--- config.mk ---
export PLATFORM = sky130hd
export DESIGN_NAME = ob_cn_sched
export DESIGN_NICKNAME = d
export VERILOG_FILES = /design/src/rtl/ob_cn_sched.sv
export SDC_FILE = /design/constraint.sdc
export NUM_CORES = 1
export LEC_CHECK = 0
export CAP_MARGIN = 25
export CORE_MARGIN = 2
export CORE_UTILIZATION = 37
export DETAILED_ROUTE_END_ITERATION = 10
export PLACE_DENSITY = 0.94
export SYNTH_ARGS = -nofsm -noshare
export SYNTH_HDL_FRONTEND = slang
export SYNTH_SLANG_ARGS = --single-unit
--- constraint.sdc ---
create_clock -name clk -period 6.45 [get_ports clk]
set_input_delay 0.645 -clock clk [delete_from_list [all_inputs] [get_ports clk]]
set_output_delay 0.645 -clock clk [all_outputs]
set_load 0.03 [all_outputs]
--- src/rtl/ob_cn_sched.sv ---
// Scheduler in front of the conditional command table: arbitrates cancel vs allocate,
// drains matured commands through a one-deep output register and tracks live occupancy.
module ob_cn_sched #(
    parameter int N         = 4,
    parameter int MAX_DEFER = 3,
    parameter int CMD_W     = 32,
    parameter int UID_W     = 8
) (
    input  logic                      clk,
    input  logic                      rst_n,
    input  logic                      in_vld,
    input  logic [CMD_W-1:0]          in_cmd,
    output logic                      in_accept,
    input  logic                      cxl_vld,
    input  logic [UID_W-1:0]          cxl_uid,
    output logic                      cxl_accept,
    output logic                      cxl_rsp_vld_r,
    output logic [UID_W-1:0]          cxl_rsp_uid_r,
    output logic                      cxl_rsp_hit_r,
    output logic                      tbl_cmd_vld,
    output logic [CMD_W-1:0]          tbl_cmd,
    input  logic                      tbl_full_r,
    output logic                      tbl_cancel,
    output logic [UID_W-1:0]          tbl_cancel_uid,
    input  logic                      tbl_cancel_hit,
    input  logic                      tbl_mtr_vld_r,
    input  logic [CMD_W-1:0]          tbl_mtr_r,
    output logic                      tbl_mtr_accept,
    output logic                      out_vld_r,
    output logic [CMD_W-1:0]          out_cmd_r,
    input  logic                      out_accept,
    output logic [$clog2(N+2)-1:0]    occ_r,
    output logic                      err_r
);

    localparam int OW = $clog2(N+2);
    localparam int DW = $clog2(MAX_DEFER+2);
    // two spare bits: one for the sign of a double decrement, one for headroom above N+1
    localparam int SW = OW + 2;
    localparam logic [DW-1:0] DEFER_MAX = DW'(MAX_DEFER);
    localparam logic [SW-1:0] OCC_MAX   = SW'(N + 1);

    logic             alloc_req;
    logic             force_al;
    logic             grant_cxl;
    logic             grant_al;
    logic             pop;
    logic [SW-1:0]    occ_sum;

    logic [DW-1:0]    defer_q, defer_d;
    logic [OW-1:0]    occ_q, occ_d;
    logic             err_q, err_d;
    logic             out_vld_q, out_vld_d;
    logic [CMD_W-1:0] out_cmd_q, out_cmd_d;
    logic             rsp_vld_q, rsp_vld_d;
    logic [UID_W-1:0] rsp_uid_q, rsp_uid_d;
    logic             rsp_hit_q, rsp_hit_d;

    // Strobes are qualified with rst_n so nothing reaches the table while in reset.
    always_comb begin
        alloc_req = rst_n & in_vld & ~tbl_full_r;
        force_al  = (defer_q == DEFER_MAX);
        grant_cxl = rst_n & cxl_vld & ~(force_al & alloc_req);
        grant_al  = alloc_req & ~grant_cxl;
        pop       = rst_n & tbl_mtr_vld_r & (~out_vld_q | out_accept);
    end

    always_comb begin
        defer_d = defer_q;
        if (grant_al || !alloc_req) begin
            defer_d = '0;
        end else if (grant_cxl && (defer_q != DEFER_MAX)) begin
            defer_d = defer_q + DW'(1);
        end
    end

    always_comb begin
        occ_d   = occ_q;
        err_d   = err_q;
        occ_sum = {2'b00, occ_q} + SW'(grant_al)
                  - SW'(grant_cxl & tbl_cancel_hit) - SW'(pop);
        if (occ_sum[SW-1] || (occ_sum > OCC_MAX)) begin
            err_d = 1'b1;
        end else begin
            occ_d = occ_sum[OW-1:0];
        end
    end

    always_comb begin
        out_vld_d = out_vld_q;
        out_cmd_d = out_cmd_q;
        if (pop) begin
            out_vld_d = 1'b1;
            out_cmd_d = tbl_mtr_r;
        end else if (out_accept) begin
            out_vld_d = 1'b0;
        end
    end

    // uid/hit hold their last value between responses; only meaningful with rsp valid.
    always_comb begin
        rsp_vld_d = grant_cxl;
        rsp_uid_d = rsp_uid_q;
        rsp_hit_d = rsp_hit_q;
        if (grant_cxl) begin
            rsp_uid_d = cxl_uid;
            rsp_hit_d = tbl_cancel_hit;
        end
    end

    always_ff @(posedge clk or negedge rst_n) begin
        if (!rst_n) begin
            defer_q   <= '0;
            occ_q     <= '0;
            err_q     <= 1'b0;
            out_vld_q <= 1'b0;
            out_cmd_q <= '0;
            rsp_vld_q <= 1'b0;
            rsp_uid_q <= '0;
            rsp_hit_q <= 1'b0;
        end else begin
            defer_q   <= defer_d;
            occ_q     <= occ_d;
            err_q     <= err_d;
            out_vld_q <= out_vld_d;
            out_cmd_q <= out_cmd_d;
            rsp_vld_q <= rsp_vld_d;
            rsp_uid_q <= rsp_uid_d;
            rsp_hit_q <= rsp_hit_d;
        end
    end

    assign in_accept      = grant_al;
    assign tbl_cmd_vld    = grant_al;
    assign tbl_cmd        = in_cmd;
    assign cxl_accept     = grant_cxl;
    assign tbl_cancel     = grant_cxl;
    assign tbl_cancel_uid = cxl_uid;
    assign tbl_mtr_accept = pop;
    assign out_vld_r      = out_vld_q;
    assign out_cmd_r      = out_cmd_q;
    assign occ_r          = occ_q;
    assign err_r          = err_q;
    assign cxl_rsp_vld_r  = rsp_vld_q;
    assign cxl_rsp_uid_r  = rsp_uid_q;
    assign cxl_rsp_hit_r  = rsp_hit_q;

endmodule
==> metrics.cfg, run 1 <==
[floorplan]
coreArea_um2 = 6310
io_pins = 172
die_x_um = 84.4
start_util = 0.379
fp-row-count = 29
die-area_um2 = 7120
fp.dieH_um = 84.4

[synthesis]
synth_cell_types = 21
synth_top_family_by_area = multiplexers
ys_warn_count = 0
yosys.area_share.xor_xnor = 0.00366
syn_area_per_cell_um2 = 13.6
ys_top_cells_by_count = dfrtp_1, buf_4, mux2_2, inv_1, ha_1
ys_seq_elements = 50
synthMuxAreaShare = 0.207
synth_simple_gate_area_frac = 0.0272
synth_fp_nets = 264
synthCells = 176
synth_compound_gate_area_share = 0.0215
synthTopCellsByArea = dfrtp_1, mux2_2, buf_4, ha_1, buf_6
yosys.area_share.adder = 0.0481
ys_seq_area_frac = 0.523
yosysMostFrequentCell = dfrtp_1
ys_async_sr_fraction = 1.00
synth_edf_count = 0
synth_area_leader_cell = dfrtp_1
syn-cell-area_um2 = 2390
synth_top_flop_cell = dfrtp_1
synth_top_area_frac = 0.523

[cells_and_area]
area_delta_synth_final_pct = 38.4
diodes = 0
n_fill_cell = 571
nets = 334
design_area_um2 = 3310
layout-drive-gt1-share = 0.235

[critical_path]
start_kind = input port
rr_worst_depth = 13
cp_max_fo = 13
ff2ff_setup_slack_ns = 2.99
worstPathArrival_ns = 3.92
r2r_start = defer_q[0]
cp.required_ns = 6.64
cp-end-kind = flip-flop
critPathKind = input port to flip-flop
timing.rr.end = occ_r[0]

[timing]
setup_tns_ns = 0
tightest_slew_ns = 0.621
rsz0062_at_grt = no
timing.slew.headroom = 0.586
finalClockSkew_ns = 0.0120
hold_viol = 0
fmax_mhz = 268
setup_violations = 0
slew_viol_final = 0
finalCriticalPeriod_ns = 3.73
period_share = 0.579

[placement]
gp_congestion = 0.677
numPortBuffers = 107
placed_area_um2 = 3210
dp_hpwl_mm = 3.55

[hold_path]
hp-class = input port to asynchronous set/reset pin

[route]
viasPerCell = 4.50
drcViolationCount = 0
drtIter0Drc = 7
dr.pass1.iters = 3
drt-total-wl_mm = 4.58
ant_nets = 0
post_drt_wl_per_cell_um = 14.1
via_count = 1459

[clock_network]
cts_sinks = 50
cts_resized = 0
clk_latency_ns = 0.30
root_buffer = clkbuf_8
cts_inserted_buffers = 5
htree_levels = 2
clkTransAtPathRegs_ns = 0.09
cts_buffer_depth = 2
cts_tree = done
cts_setup_buffers = 0
cts_hold_buf = 0

[power_and_ir_drop]
irDropWorstVdd_mv = 0.214
total_power_uw = 1020
total_leakage_power_uw = 0.00141
power_density_nw_per_um2 = 308

[global_route]
track_usage = 0.138
grt_max_degree = 34
grt_pass1_wl_mm = 7.80
antenna_found_initial = 0
grt_overflow = 0
grt_pass1_vias = 1672

[flow_run]
max-cap-violations = 0

[run_status]
status = completed

-- layout make-up --
class | count | area [µm²] | area share
timing repair buffer | 109 | 1080 | 0.327
multi-input combinational | 68 | 734 | 0.222
inverter | 12 | 45.0 | 0.0136
clock inverter | 2 | 17.5 | 0.00530
clock buffer | 6 | 82.6 | 0.0250
tap | 77 | 96.3 | 0.0291
sequential | 50 | 1250 | 0.378
-- through the flow --
| stage | instances | setup WS [ns] | util | hold WS [ns] |
|---|---|---|---|---|
| 2_1_floorplan | 176 | 3.01 | - | 0.349 |
| 3_3_place_gp | 316 | 2.45 | 0.508 | 0.418 |
| 3_5_place_dp | 316 | 2.36 | 0.508 | 0.436 |
| 4_1_cts | 324 | 2.69 | 0.524 | 0.363 |
| 5_1_grt | 324 | 2.49 | 0.524 | 0.378 |
| 6_report | 324 | 2.72 | 0.524 | 0.343 |
-- report_power, final --
| part | internal [µW] | switching [µW] | total, µW | leakage [µW] |
|---|---|---|---|---|
| combinational | 207 | 216 | 423 | 0.000764 |
| clock | 88.3 | 103 | 191 | 0.0000514 |
| sequential | 371 | 35.2 | 406 | 0.000593 |
| total | 666 | 354 | 1020 | 0.00141 |
-- worst max-delay path by stage --
| stage | to | slack, ns | start | depth (start not counted) |
|---|---|---|---|---|
| global placement | occ_r[0] | 2.45 | in_vld | 13 |
| global route | occ_r[1] | 2.49 | rst_n | 13 |
| CTS | occ_r[0] | 2.69 | rst_n | 13 |
| finish | occ_r[0] | 2.72 | in_vld | 13 |
| floorplan | occ_r[0] | 3.01 | in_vld | 13 |
| detailed placement | occ_r[0] | 2.36 | in_vld | 13 |
-- placed cells by master (no fill, tap or decap), drive strengths merged, types with 2 or more instances in the layout --
cell type,n
clkdlybuf4s50,106
dfrtp,50
mux2,43
inv,12
ha,6
clkbuf,6
nor2,4
buf,3
nand2,2
fa,2
clkinv,2
-- metal layers --
metal / up-vias / routed length, µm / GRT usage
li1: 673 / - / -
met1: 701 / 1710 / 0.151
met2: 74 / 2330 / 0.229
met3: 11 / 466 / 0.0669
met4: 0 / 71 / 0.0563
met5: - / 0 / 0
-- logic make-up (layout without fill, tap and decap cells) --
group           after synthesis  count (layout)
mux                          44              44
xor+xnor                      1               1
compound gates                4               4
buf+inv                      58             129
fa+ha+maj                     8               8
simple gates                 11              11
flops                        50              50
-- critical path, cell delays in order --
cell and delay [ns]:
clkdlybuf4s50_1 0.45, nor2b_4 0.17, a21o_4 0.23, nand3_1 0.12, fa_1 0.46, ha_1 0.28
inv_1 0.06, ha_1 0.13, inv_1 0.06, fa_1 0.50, inv_1 0.05, a221oi_2 0.37
mux2_2 0.38
-- sequential cells by signal, summed over array words and instances, names as in the netlist --
name / cells
out_vld_r: 1
occ_r: 3
cxl_rsp_hit_r: 1
cxl_rsp_vld_r: 1
cxl_rsp_uid_r: 8
defer_q: 3
err_r: 1
out_cmd_r: 32
(Power assumes the default switching activity.)
==> inputs of run 2 (changes only) <==
--- a/config.mk
+++ b/config.mk
@@ -7,9 +7,9 @@
 export LEC_CHECK = 0
 export CAP_MARGIN = 25
 export CORE_MARGIN = 2
-export CORE_UTILIZATION = 37
+export CORE_UTILIZATION = 35
 export DETAILED_ROUTE_END_ITERATION = 10
-export PLACE_DENSITY = 0.94
+export PLACE_DENSITY = 0.9
 export SYNTH_ARGS = -nofsm -noshare
 export SYNTH_HDL_FRONTEND = slang
 export SYNTH_SLANG_ARGS = --single-unit
==> constraint.sdc (replaced) <==
create_clock -name clk -period 3.85 [get_ports clk]
set_input_delay 0.385 -clock clk [delete_from_list [all_inputs] [get_ports clk]]
set_output_delay 0.385 -clock clk [all_outputs]
set_load 0.03 [all_outputs]
==> metrics.cfg, run 2 (synthesis gave the netlist of run 1 again) <==
[run_status]
status = completed

[power_and_ir_drop]
total_leakage_power_uw = 0.00142
power_density_nw_per_um2 = 530
power_frac_comb = 0.404
intPower_uw = 1180
irDropWorstVdd_mv = 0.247
p_sw_uw = 592
seqPwrFrac = 0.383
sw_frac_of_total = 0.334
clkPwrFrac = 0.213

[critical_path]
cp_max_fo = 4
critPathKind = flip-flop to flip-flop
worstPathArrival_ns = 3.54
path_cells = ha_1 -> ha_1 -> a21o_4 -> nor2_1 -> fa_1 -> inv_1 -> ha_1 -> ha_1 -> inv_1 -> fa_1 -> inv_1 -> a221oi_2 -> mux2_2
cp-end-kind = flip-flop
crit_path_max_incr_delay_ns = 0.51
cp.required_ns = 4.03
r2r_start = defer_q[0]
cp_common_cell = ha_1
timing.rr.end = occ_r[1]
cpMaxStageDelayCell = fa_1
start_kind = flip-flop
crit_family = adder cells
rr_worst_depth = 13
timing.critical_path.buf_inv = 3
ff2ff_setup_slack_ns = 0.50

[route]
viasPerCell = 4.50
via_count = 1475
ant_nets = 0
dr.pass1.iters = 4
drcViolationCount = 0
drtIter0Drc = 29
post_drt_wl_per_cell_um = 14.3
drt-total-wl_mm = 4.71

[clock_network]
cts_tree = done
clkTransAtPathRegs_ns = 0.09
cts_inserted_buffers = 5
clk_latency_ns = 0.29
cts_buffer_depth = 2
cts_sinks = 50
cts_setup_buffers = 0
cts_hold_buf = 0
root_buffer = clkbuf_8
htree_levels = 2
cts_resized = 0

[global_route]
antenna_found_initial = 0
track_usage = 0.128
grt_pass1_vias = 1633
grt_max_degree = 34
grt_overflow = 0
grt_pass1_wl_mm = 7.47

[floorplan]
die_x_um = 86.7
fp.dieH_um = 86.7
fp-row-count = 30
start_util = 0.356
io_pins = 172
die-area_um2 = 7510
coreArea_um2 = 6720

[cells_and_area]
design_area_um2 = 3340
largest_reg_flops = 32
layout-drive-gt1-share = 0.238
final_common_cell = clkdlybuf4s50_1
area_delta_synth_final_pct = 39.7
nets = 336
diodes = 0
n_fill_cell = 588
final_cell_mix = clkdlybuf4s50_1, dfrtp_1, mux2_2

[placement]
dp_hpwl_mm = 3.69
placed_area_um2 = 3230
numPortBuffers = 107
gp_congestion = 0.686

[timing]
slew_viol_final = 0
finalCriticalPeriod_ns = 3.35
hold_viol = 0
setup_tns_ns = 0
rsz0062_at_grt = no
tightest_slew_ns = 0.427
finalClockSkew_ns = 0.00303
timing.slew.headroom = 0.715
fmax_mhz = 298
period_share = 0.871
setup_violations = 0

[hold_path]
hp-class = input port to asynchronous set/reset pin

[flow_run]
max-cap-violations = 0

==> run 2: layout make-up <==
type,instances,area (µm²),share of cell area
tap,80,100,0.0300
clock buffer,6,82.6,0.0247
sequential,50,1250,0.375
multi-input combinational,68,734,0.220
clock inverter,1,30.0,0.00899
timing repair buffer,111,1100,0.328
inverter,12,45.0,0.0135
==> run 2: power groups by stage <==
stage / Sequential (µW) / Combinational (µW) / Clock (µW)
6_report: 678 / 716 / 376
3_5_place_dp: 691 / 724 / 0
4_1_cts: 680 / 725 / 392
5_1_grt: 691 / 763 / 410
3_3_place_gp: 685 / 703 / 0
2_1_floorplan: 874 / 296 / 0
==> run 2: worst register-to-register path, delay by kind of cell (launching register included) <==
family,cells,cell delay (ns)
buffers and inverters,3,0.19
AOI/OAI and AO/OA,2,0.59
muxes,1,0.38
DFF,1,0.39
adders and majority gates,6,1.59
and+or+nand+nor,1,0.11
==> run 2: per-layer routing <==
metal  wire, µm  vias up  GRT usage  part of all wire
met5          0        -          0                 0
met4         56        0     0.0327             0.012
met3        448        9     0.0600             0.095
met2       2330       83      0.222              0.50
met1       1870      709      0.141              0.40
li1           -      674          -                 -
==> run 2: worst max path at each step <==
stage	endpoint	cells after the start	slack (ns)	start
floorplan	occ_r[0]	14	0.53	defer_q[0]
global placement	occ_r[1]	13	0.26	in_vld
detailed placement	occ_r[0]	13	0.18	in_vld
CTS	occ_r[0]	13	0.47	defer_q[0]
global route	occ_r[0]	13	0.32	defer_q[0]
finish	occ_r[1]	13	0.50	defer_q[0]
==> run 2: stage by stage <==
step	worst slack (ns)	instances	power, µW	hold slack (ns)	util
6_report	0.497	328	1770	0.149	0.497
5_1_grt	0.321	328	1860	0.174	0.497
4_1_cts	0.466	328	1800	0.168	0.497
3_5_place_dp	0.184	321	1410	0.429	0.480
3_3_place_gp	0.255	321	1390	0.419	0.480
2_1_floorplan	0.526	176	1170	0.0894	-
==> inputs of run 3 (changes only) <==
--- a/config.mk
+++ b/config.mk
@@ -5,7 +5,6 @@
 export SDC_FILE = /design/constraint.sdc
 export NUM_CORES = 1
 export LEC_CHECK = 0
-export CAP_MARGIN = 25
 export CORE_MARGIN = 2
 export CORE_UTILIZATION = 35
 export DETAILED_ROUTE_END_ITERATION = 10
==> results of run 3 <==
No change in the layout: final DEF, timing and power equal those of run 2.
